===== src/rtl/write_handler_tmr_if.sv =====
// Write-handler bus: producer request, synchronised read pointer, voted
// address/pointer/full outputs and TMR status.
interface write_handler_tmr_if #(
  parameter int unsigned ADDRESS_SIZE = 4
);
  logic                    write_enable;
  logic [ADDRESS_SIZE:0]   synch_rgpointer;
  logic [ADDRESS_SIZE-1:0] write_address;
  logic [ADDRESS_SIZE:0]   write_pointer;
  logic                    write_full;
  logic                    tmr_error;
  logic                    tmr_error_sticky;

  modport master (
    output write_enable, synch_rgpointer,
    input  write_address, write_pointer, write_full, tmr_error, tmr_error_sticky
  );

  modport slave (
    input  write_enable, synch_rgpointer,
    output write_address, write_pointer, write_full, tmr_error, tmr_error_sticky
  );
endinterface


===== src/rtl/write_handler_tmr.sv =====
// Async-FIFO write pointer / full-flag handler with triple modular redundancy.
// Optional macro TMR_SCRUB_EN: replicas advance from the voted state, so a
// single upset is overwritten by the majority at the next edge.
module write_handler_tmr #(
  parameter int unsigned ADDRESS_SIZE = 4
) (
  input logic               write_clock,
  input logic               reset,
  write_handler_tmr_if.slave bus
);
  localparam int unsigned A  = ADDRESS_SIZE;
  localparam int unsigned PW = ADDRESS_SIZE + 1;

  logic [PW-1:0] w_bin  [3];
  logic [PW-1:0] w_gray [3];
  logic [2:0]    w_full;

  logic [A-1:0]  w_vaddr;
  logic [PW-1:0] w_vgray;
  logic          w_vfull;
  logic          w_inc;
  logic [PW-1:0] w_full_cmp;
  logic          w_mm;
  logic          r_tmr_error;
  logic          r_tmr_error_sticky;

  // Bitwise 2-of-3 majority voters
  assign w_vaddr = (w_bin[0][A-1:0] & w_bin[1][A-1:0]) |
                   (w_bin[0][A-1:0] & w_bin[2][A-1:0]) |
                   (w_bin[1][A-1:0] & w_bin[2][A-1:0]);
  assign w_vgray = (w_gray[0] & w_gray[1]) | (w_gray[0] & w_gray[2]) |
                   (w_gray[1] & w_gray[2]);
  assign w_vfull = (w_full[0] & w_full[1]) | (w_full[0] & w_full[2]) |
                   (w_full[1] & w_full[2]);

`ifdef TMR_SCRUB_EN
  logic [PW-1:0] w_vbin;
  assign w_vbin = (w_bin[0] & w_bin[1]) | (w_bin[0] & w_bin[2]) |
                  (w_bin[1] & w_bin[2]);
`endif

  // Writes are gated by the registered, voted full flag
  assign w_inc      = bus.write_enable & ~w_vfull;
  // Full when write pointer equals read pointer with the two MSBs inverted
  assign w_full_cmp = {~bus.synch_rgpointer[A:A-1], bus.synch_rgpointer[A-2:0]};

  for (genvar i = 0; i < 3; i++) begin : g_rep
    logic [PW-1:0] r_wbin;
    logic [PW-1:0] r_wgray;
    logic          r_wfull;
    logic [PW-1:0] w_src;
    logic [PW-1:0] w_bnext;
    logic [PW-1:0] w_gnext;
    logic          w_fnext;

`ifdef TMR_SCRUB_EN
    assign w_src = w_vbin;
`else
    assign w_src = r_wbin;
`endif
    assign w_bnext = w_src + PW'(w_inc);
    assign w_gnext = (w_bnext >> 1) ^ w_bnext;
    assign w_fnext = (w_gnext == w_full_cmp);

    // Replica state register
    always_ff @(posedge write_clock or negedge reset) begin
      if (!reset) begin
        r_wbin  <= '0;
        r_wgray <= '0;
        r_wfull <= 1'b0;
      end else begin
        r_wbin  <= w_bnext;
        r_wgray <= w_gnext;
        r_wfull <= w_fnext;
      end
    end

    assign w_bin[i]  = r_wbin;
    assign w_gray[i] = r_wgray;
    assign w_full[i] = r_wfull;
  end

  // Any replica disagreement on any state bit
  assign w_mm = (w_bin[0]  != w_bin[1])  | (w_bin[1]  != w_bin[2])  |
                (w_gray[0] != w_gray[1]) | (w_gray[1] != w_gray[2]) |
                (w_full[0] != w_full[1]) | (w_full[1] != w_full[2]);

  // Registered mismatch flag and its sticky copy
  always_ff @(posedge write_clock or negedge reset) begin
    if (!reset) begin
      r_tmr_error        <= 1'b0;
      r_tmr_error_sticky <= 1'b0;
    end else begin
      r_tmr_error        <= w_mm;
      r_tmr_error_sticky <= r_tmr_error_sticky | w_mm;
    end
  end

  assign bus.write_address    = w_vaddr;
  assign bus.write_pointer    = w_vgray;
  assign bus.write_full       = w_vfull;
  assign bus.tmr_error        = r_tmr_error;
  assign bus.tmr_error_sticky = r_tmr_error_sticky;
endmodule


===== src/flat_wrapper.sv =====
// flat-port wrapper written by rule: the top's interface ports become plain ports
module write_handler_tmr_flat 
#(
  parameter int unsigned ADDRESS_SIZE = 4
)
  (write_clock, reset, bus_write_enable, bus_synch_rgpointer, bus_write_address, bus_write_pointer, bus_write_full, bus_tmr_error, bus_tmr_error_sticky);
  write_handler_tmr_if #(.ADDRESS_SIZE(ADDRESS_SIZE)) bus_i ();
  input logic write_clock;
  input logic reset;
  input wire logic [$bits(bus_i.write_enable)-1:0] bus_write_enable;
  input wire logic [$bits(bus_i.synch_rgpointer)-1:0] bus_synch_rgpointer;
  output wire logic [$bits(bus_i.write_address)-1:0] bus_write_address;
  output wire logic [$bits(bus_i.write_pointer)-1:0] bus_write_pointer;
  output wire logic [$bits(bus_i.write_full)-1:0] bus_write_full;
  output wire logic [$bits(bus_i.tmr_error)-1:0] bus_tmr_error;
  output wire logic [$bits(bus_i.tmr_error_sticky)-1:0] bus_tmr_error_sticky;
  assign bus_i.write_enable = bus_write_enable;
  assign bus_i.synch_rgpointer = bus_synch_rgpointer;
  assign bus_write_address = bus_i.write_address;
  assign bus_write_pointer = bus_i.write_pointer;
  assign bus_write_full = bus_i.write_full;
  assign bus_tmr_error = bus_i.tmr_error;
  assign bus_tmr_error_sticky = bus_i.tmr_error_sticky;
  write_handler_tmr #(.ADDRESS_SIZE(ADDRESS_SIZE)) u_core (.write_clock(write_clock), .reset(reset), .bus(bus_i));
endmodule

===== config.mk =====
export PLATFORM = sky130hd
export DESIGN_NAME = write_handler_tmr_flat
export DESIGN_NICKNAME = d
export VERILOG_FILES = /design/src/rtl/write_handler_tmr_if.sv /design/src/rtl/write_handler_tmr.sv /design/src/flat_wrapper.sv
export SDC_FILE = /design/constraint.sdc
export NUM_CORES = 1
export LEC_CHECK = 0
export CAP_MARGIN = 0
export CORE_ASPECT_RATIO = 1.2
export CORE_UTILIZATION = 60
export CTS_BUF_LIST = sky130_fd_sc_hd__clkbuf_4 sky130_fd_sc_hd__clkbuf_8 sky130_fd_sc_hd__clkbuf_16
export DETAILED_ROUTE_END_ITERATION = 10
export PLACE_DENSITY = 0.82
export SLEW_MARGIN = 15
export SYNTH_ARGS = -nofsm -noshare
export SYNTH_HDL_FRONTEND = slang
export SYNTH_SLANG_ARGS = --single-unit

===== constraint.sdc =====
create_clock -name write_clock -period 4.15 [get_ports write_clock]
set_clock_uncertainty 0.1 [all_clocks]
set_input_delay 0.83 -clock write_clock [delete_from_list [all_inputs] [get_ports write_clock]]
set_output_delay 0.83 -clock write_clock [all_outputs]
set_load 0.005 [all_outputs]

# == After elaboration in Yosys (flattened, before gate mapping) ==
# Index checks and enable logic that the tools add are counted.
# totals
register_bits,35
in_bits,8
out_inout_bits,12
elab_cells,50
# op_classes
n_addsub,3
eq_ne,9
n_bitwise,27
# op_table
operator,n
inequality test 5 bit,4
adder 5 x 1 -> 5 bit,3
bitwise AND 5 bit,3
equality test 5 bit,3
XOR 4 x 5 -> 5 bit,3
bitwise AND 4 bit,3
bitwise OR 5 bit,2
bitwise OR 1 bit,8
bitwise OR 4 bit,2
bitwise AND 1 bit,4
inequality test 1 bit,2
NOT 2 bit,1
NOT 1 bit,1

# == Logic depth before layout (Yosys ltp) ==
# logic_depth
ltp_word,8
mapped_depth,9

# == Worst setup path after synthesis ==
# No wires, ideal clock.
# synth_path
kind,input-to-reg
from,in bus_write_enable
to,reg u_core.g_rep[1].r_wfull
arrival_time_ps,2338
t_required_ps,3946
setup_slack_ps,1609
cell_stages,8
path_buffers,0
path_cell_list,inv_1 -> nor2_1 -> ha_1 -> ha_1 -> nand3_1 -> xnor2_1 -> or3_1 -> a221oi_1
# synth_between
elab_chain_len,4
# synth_rtl
item,line_no,source
from (decl),flat_wrapper.sv:10,input wire logic [$bits(bus_i.write_enable)-1:0] bus_write_enable;
bitwise AND 1 bit,write_handler_tmr.sv:43,assign w_inc = bus.write_enable & ~w_vfull;
adder 5 x 1 -> 5 bit,write_handler_tmr.sv:61,assign w_bnext = w_src + PW'(w_inc);
net u_core.g_rep[1].w_bnext[4],write_handler_tmr.sv:52,logic [PW-1:0] w_bnext;
XOR 4 x 5 -> 5 bit,write_handler_tmr.sv:62,assign w_gnext = (w_bnext >> 1) ^ w_bnext;
equality test 5 bit,write_handler_tmr.sv:63,assign w_fnext = (w_gnext == w_full_cmp);
net u_core.g_rep[1].w_fnext,write_handler_tmr.sv:54,logic w_fnext;
to (signal assigned),write_handler_tmr.sv:74,r_wfull <= w_fnext;
to (decl),write_handler_tmr.sv:50,logic r_wfull;
# The timed path passes the listed nets, and every way through them passes these cells.

# == Final worst setup path ==
# Ends and elaborated chain as after synthesis.

==> load_flow_metrics.sql <==
INSERT INTO impl_metrics (metric_group, metric, value, unit) VALUES
('outcome', 'status', 'complete, no violations', ''),
('power_and_ir_drop', 'p_leak', '1.030', 'nW'),
('power_and_ir_drop', 'p_total', '2.018', 'mW'),
('global_routing', 'maximum_number_of_pins_on_one_net_before_global_route_repair', '33', ''),
('cts', 'clock_latency', '0.32', 'ns'),
('synthesis', 'post-synth-top-area-fraction', '0.4264', ''),
('floorplan', 'core_region_area', '0.002890', 'mm2'),
('floorplan', 'fp.dieH', '63.29', 'um'),
('routing', 'drt_first_pass_iters', '4', ''),
('placement', 'post-dp-hpwl', '2985', 'um'),
('cts', 'root_buffer', 'sky130_fd_sc_hd__clkbuf_4', ''),
('cts', 'cts_tree', 'yes', ''),
('routing', 'routed_len_inst', '18.44', 'um'),
('floorplan', 'die_x', '53.07', 'um'),
('routing', 'drt-vias-per-instance', '6.053', ''),
('synthesis', 'synth_seq_area_share', '0.4264', ''),
('synthesis', 'ys_top_cells_by_area', 'sky130_fd_sc_hd__dfrtp_1 43%, sky130_fd_sc_hd__ha_1 17%, sky130_fd_sc_hd__xnor2_1 8.9%', ''),
('layout', 'num_antenna_cells', '0', ''),
('power_and_ir_drop', 'power.combinational.fraction', '0.564', ''),
('global_routing', 'antenna_found_initial', '0', ''),
('sta', 'fmax', '331.1', 'MHz'),
('power_and_ir_drop', 'seqPwrFrac', '0.321', ''),
('sta', 'timing.final.setup_violations', '0', ''),
('sta', 'rsz0062_at_grt', 'false', ''),
('placement', 'placedInstanceArea', '0.002101', 'mm2'),
('routing', 'final_antenna_net_count', '0', ''),
('synthesis', 'ys_seq_elements', '32', ''),
('critical_path', 'endpoint_kind', 'register', ''),
('floorplan', 'floorplan.initialDensity', '0.6498', ''),
('critical_path', 'critical_path_startpoint_category', 'input pin', ''),
('global_routing', 'remaining_global_route_overflow', '0', ''),
('power_and_ir_drop', 'clockPowerShare', '0.116', ''),
('run', 'maximum_capacitance_violations', '0', ''),
('floorplan', 'die_area', '0.003359', 'mm2'),
('cts', 'cts_sinks', '32', ''),
('critical_path', 'critical_path_peak_fanout', '4', ''),
('sta', 'timing_hold_violations_final', '0', ''),
('global_routing', 'grt_pass1_wl', '6637', 'um'),
('layout', 'final_nets', '208', ''),
('floorplan', 'count_of_boundary_i_o_pins', '20', ''),
('synthesis', 'synthesized_area_divided_by_synthesized_cell_count', '12.52', 'um2'),
('routing', 'dr.first_iter.drc_count', '42', ''),
('cts', 'cts-resized-gates', '0', ''),
('power_and_ir_drop', 'power_report.internal_total', '1.207', 'mW'),
('critical_path', 'required', '4.26', 'ns'),
('min_path', 'min-delay-path-class', 'register to register', ''),
('layout', 'post_route_cells_drive_above_1_share', '0.08571', ''),
('sta', 'finalWorstPathRequiredPeriod', '3.020', 'ns'),
('routing', 'drc', '0', ''),
('layout', 'final_common_cell', 'sky130_fd_sc_hd__dfrtp_1', ''),
('power_and_ir_drop', 'ir_drop', '0.0006444', 'V'),
('critical_path', 'critPathKind', 'input pin to register', ''),
('critical_path', 'endpoint_arrival_time_on_the_critical_path', '3.13', 'ns'),
('synthesis', 'synth_cell_type_count', '27', ''),
('routing', 'num_vias', '1265', ''),
('placement', 'buffers_added_on_ports', '19', ''),
('synthesis', 'ys_warn_count', '0', ''),
('cts', 'post_cts_buffers', '0', ''),
('synthesis', 'synthCells', '150', ''),
('placement', 'gp_routability_congestion', '0.8574', ''),
('power_and_ir_drop', 'power_density_cells', '925.4', 'mW/mm2'),
('global_routing', 'number_of_global_route_vias_before_repair', '1366', ''),
('cts', 'cts_buffer_depth', '2', ''),
('floorplan', 'core.rowCount', '21', ''),
('synthesis', 'synth_area', '0.001878', 'mm2'),
('synthesis', 'synthDominantAreaCellType', 'sky130_fd_sc_hd__dfrtp_1', ''),
('layout', 'cell_area_after_layout', '0.002181', 'mm2'),
('cts', 'clk_pin_slew_worst_paths', '0.10', 'ns'),
('sta', 'worstMarginPinSlew', '0.4008', 'ns'),
('sta', 'hold-worst-slack', '0.3790', 'ns'),
('layout', 'layout.filler_cells', '205', '');
[final timing paths]
path,slack (ns),depth (start not counted),from,endpoint
worst min-delay path,0.38,1,u_core.bus.tmr_error_sticky,u_core.bus.tmr_error_sticky
worst max-delay path,1.13,9,bus_write_enable,u_core.g_rep[1].r_wfull
worst min register to register,0.38,1,u_core.bus.tmr_error_sticky,u_core.bus.tmr_error_sticky
max in group asynchronous,2.86,2,reset,u_core.g_rep[1].r_wgray[2]
worst max register to register,1.19,9,u_core.g_rep[1].r_wfull,u_core.g_rep[1].r_wfull
min in group asynchronous,0.79,2,reset,u_core.g_rep[2].r_wgray[0]
[per-stage QoR]
| step | utilization | instances | worst slack, ns |
|---|---|---|---|
| floorplan | - | 150 | 1.609 |
| global placement | 0.7268 | 201 | 0.9586 |
| detailed placement | 0.7268 | 201 | 0.8868 |
| CTS | 0.7545 | 209 | 1.195 |
| global route | 0.7545 | 209 | 1.047 |
| finish | 0.7545 | 209 | 1.130 |
[logic make-up (layout without fill, tap and decap cells)]
logic type,after synthesis,after routing,synth area share
mux,1,1,0.005330
simple gates,29,29,0.08861
xor+xnor,38,38,0.2079
flops,32,32,0.4264
buf+inv,7,32,0.01732
compound gates,17,17,0.08128
fa+ha+maj,26,26,0.1732
[power groups by stage]
stage               Combinational, mW  Clock [mW]  Sequential (mW)
detailed placement               1.12           0            0.647
finish                           1.14       0.234            0.647
floorplan                       0.787           0            0.578
global route                     1.26       0.254            0.667
CTS                              1.14       0.240            0.644
global placement                 1.08           0            0.632
[Yosys cell counts]
cell and count:
sky130_fd_sc_hd__a211o_1 9, sky130_fd_sc_hd__a211o_2 1, sky130_fd_sc_hd__a21boi_0 3, sky130_fd_sc_hd__a221oi_1 1, sky130_fd_sc_hd__a221oi_2 1, sky130_fd_sc_hd__a22oi_1 1
sky130_fd_sc_hd__and2_1 1, sky130_fd_sc_hd__and3_4 1, sky130_fd_sc_hd__buf_2 2, sky130_fd_sc_hd__buf_4 1, sky130_fd_sc_hd__dfrtp_1 32, sky130_fd_sc_hd__ha_1 26
sky130_fd_sc_hd__inv_1 4, sky130_fd_sc_hd__mux2i_1 1, sky130_fd_sc_hd__nand2_1 2, sky130_fd_sc_hd__nand3_1 10, sky130_fd_sc_hd__nand3b_1 2, sky130_fd_sc_hd__nor2_1 2
sky130_fd_sc_hd__nor4_1 6, sky130_fd_sc_hd__o211a_1 1, sky130_fd_sc_hd__or2_2 1, sky130_fd_sc_hd__or3_1 4, sky130_fd_sc_hd__xnor2_1 19, sky130_fd_sc_hd__xnor2_2 2
sky130_fd_sc_hd__xnor3_1 2, sky130_fd_sc_hd__xor2_1 14, sky130_fd_sc_hd__xor3_1 1
[flip-flops by register name, summed over array words and instances (netlist names)]
name,flops
u_core.bus.tmr_error,1
u_core.bus.tmr_error_sticky,1
u_core.g_rep.r_wbin,15
u_core.g_rep.r_wfull,3
u_core.g_rep.r_wgray,12
[area by class of cell]
class	count	area, um2	area share
clock inverters	2	35.03	0.01606
multi-input cells	111	1045	0.4791
well taps	34	42.54	0.01951
flip-flops and latches	32	800.8	0.3672
repair buffers	20	197.7	0.09065
inverters	4	15.01	0.006885
clock buffers	6	45.04	0.02065
[metal layers]
metal  GRT usage  part of all wire
met1      0.3413              0.40
met2      0.4826              0.53
met3     0.06039             0.042
met4      0.1086             0.030
met5           0                 0
[worst max-delay path, stage by stage]
cell and delay [ns]:
sky130_fd_sc_hd__clkdlybuf4s50_1 0.45, sky130_fd_sc_hd__inv_1 0.04, sky130_fd_sc_hd__nor2_1 0.23, sky130_fd_sc_hd__ha_1 0.27
sky130_fd_sc_hd__ha_1 0.27, sky130_fd_sc_hd__nand3_1 0.12, sky130_fd_sc_hd__xnor2_1 0.21, sky130_fd_sc_hd__or3_1 0.37
sky130_fd_sc_hd__a221oi_1 0.34
No activity file was read; power rests on OpenSTA's default activity.
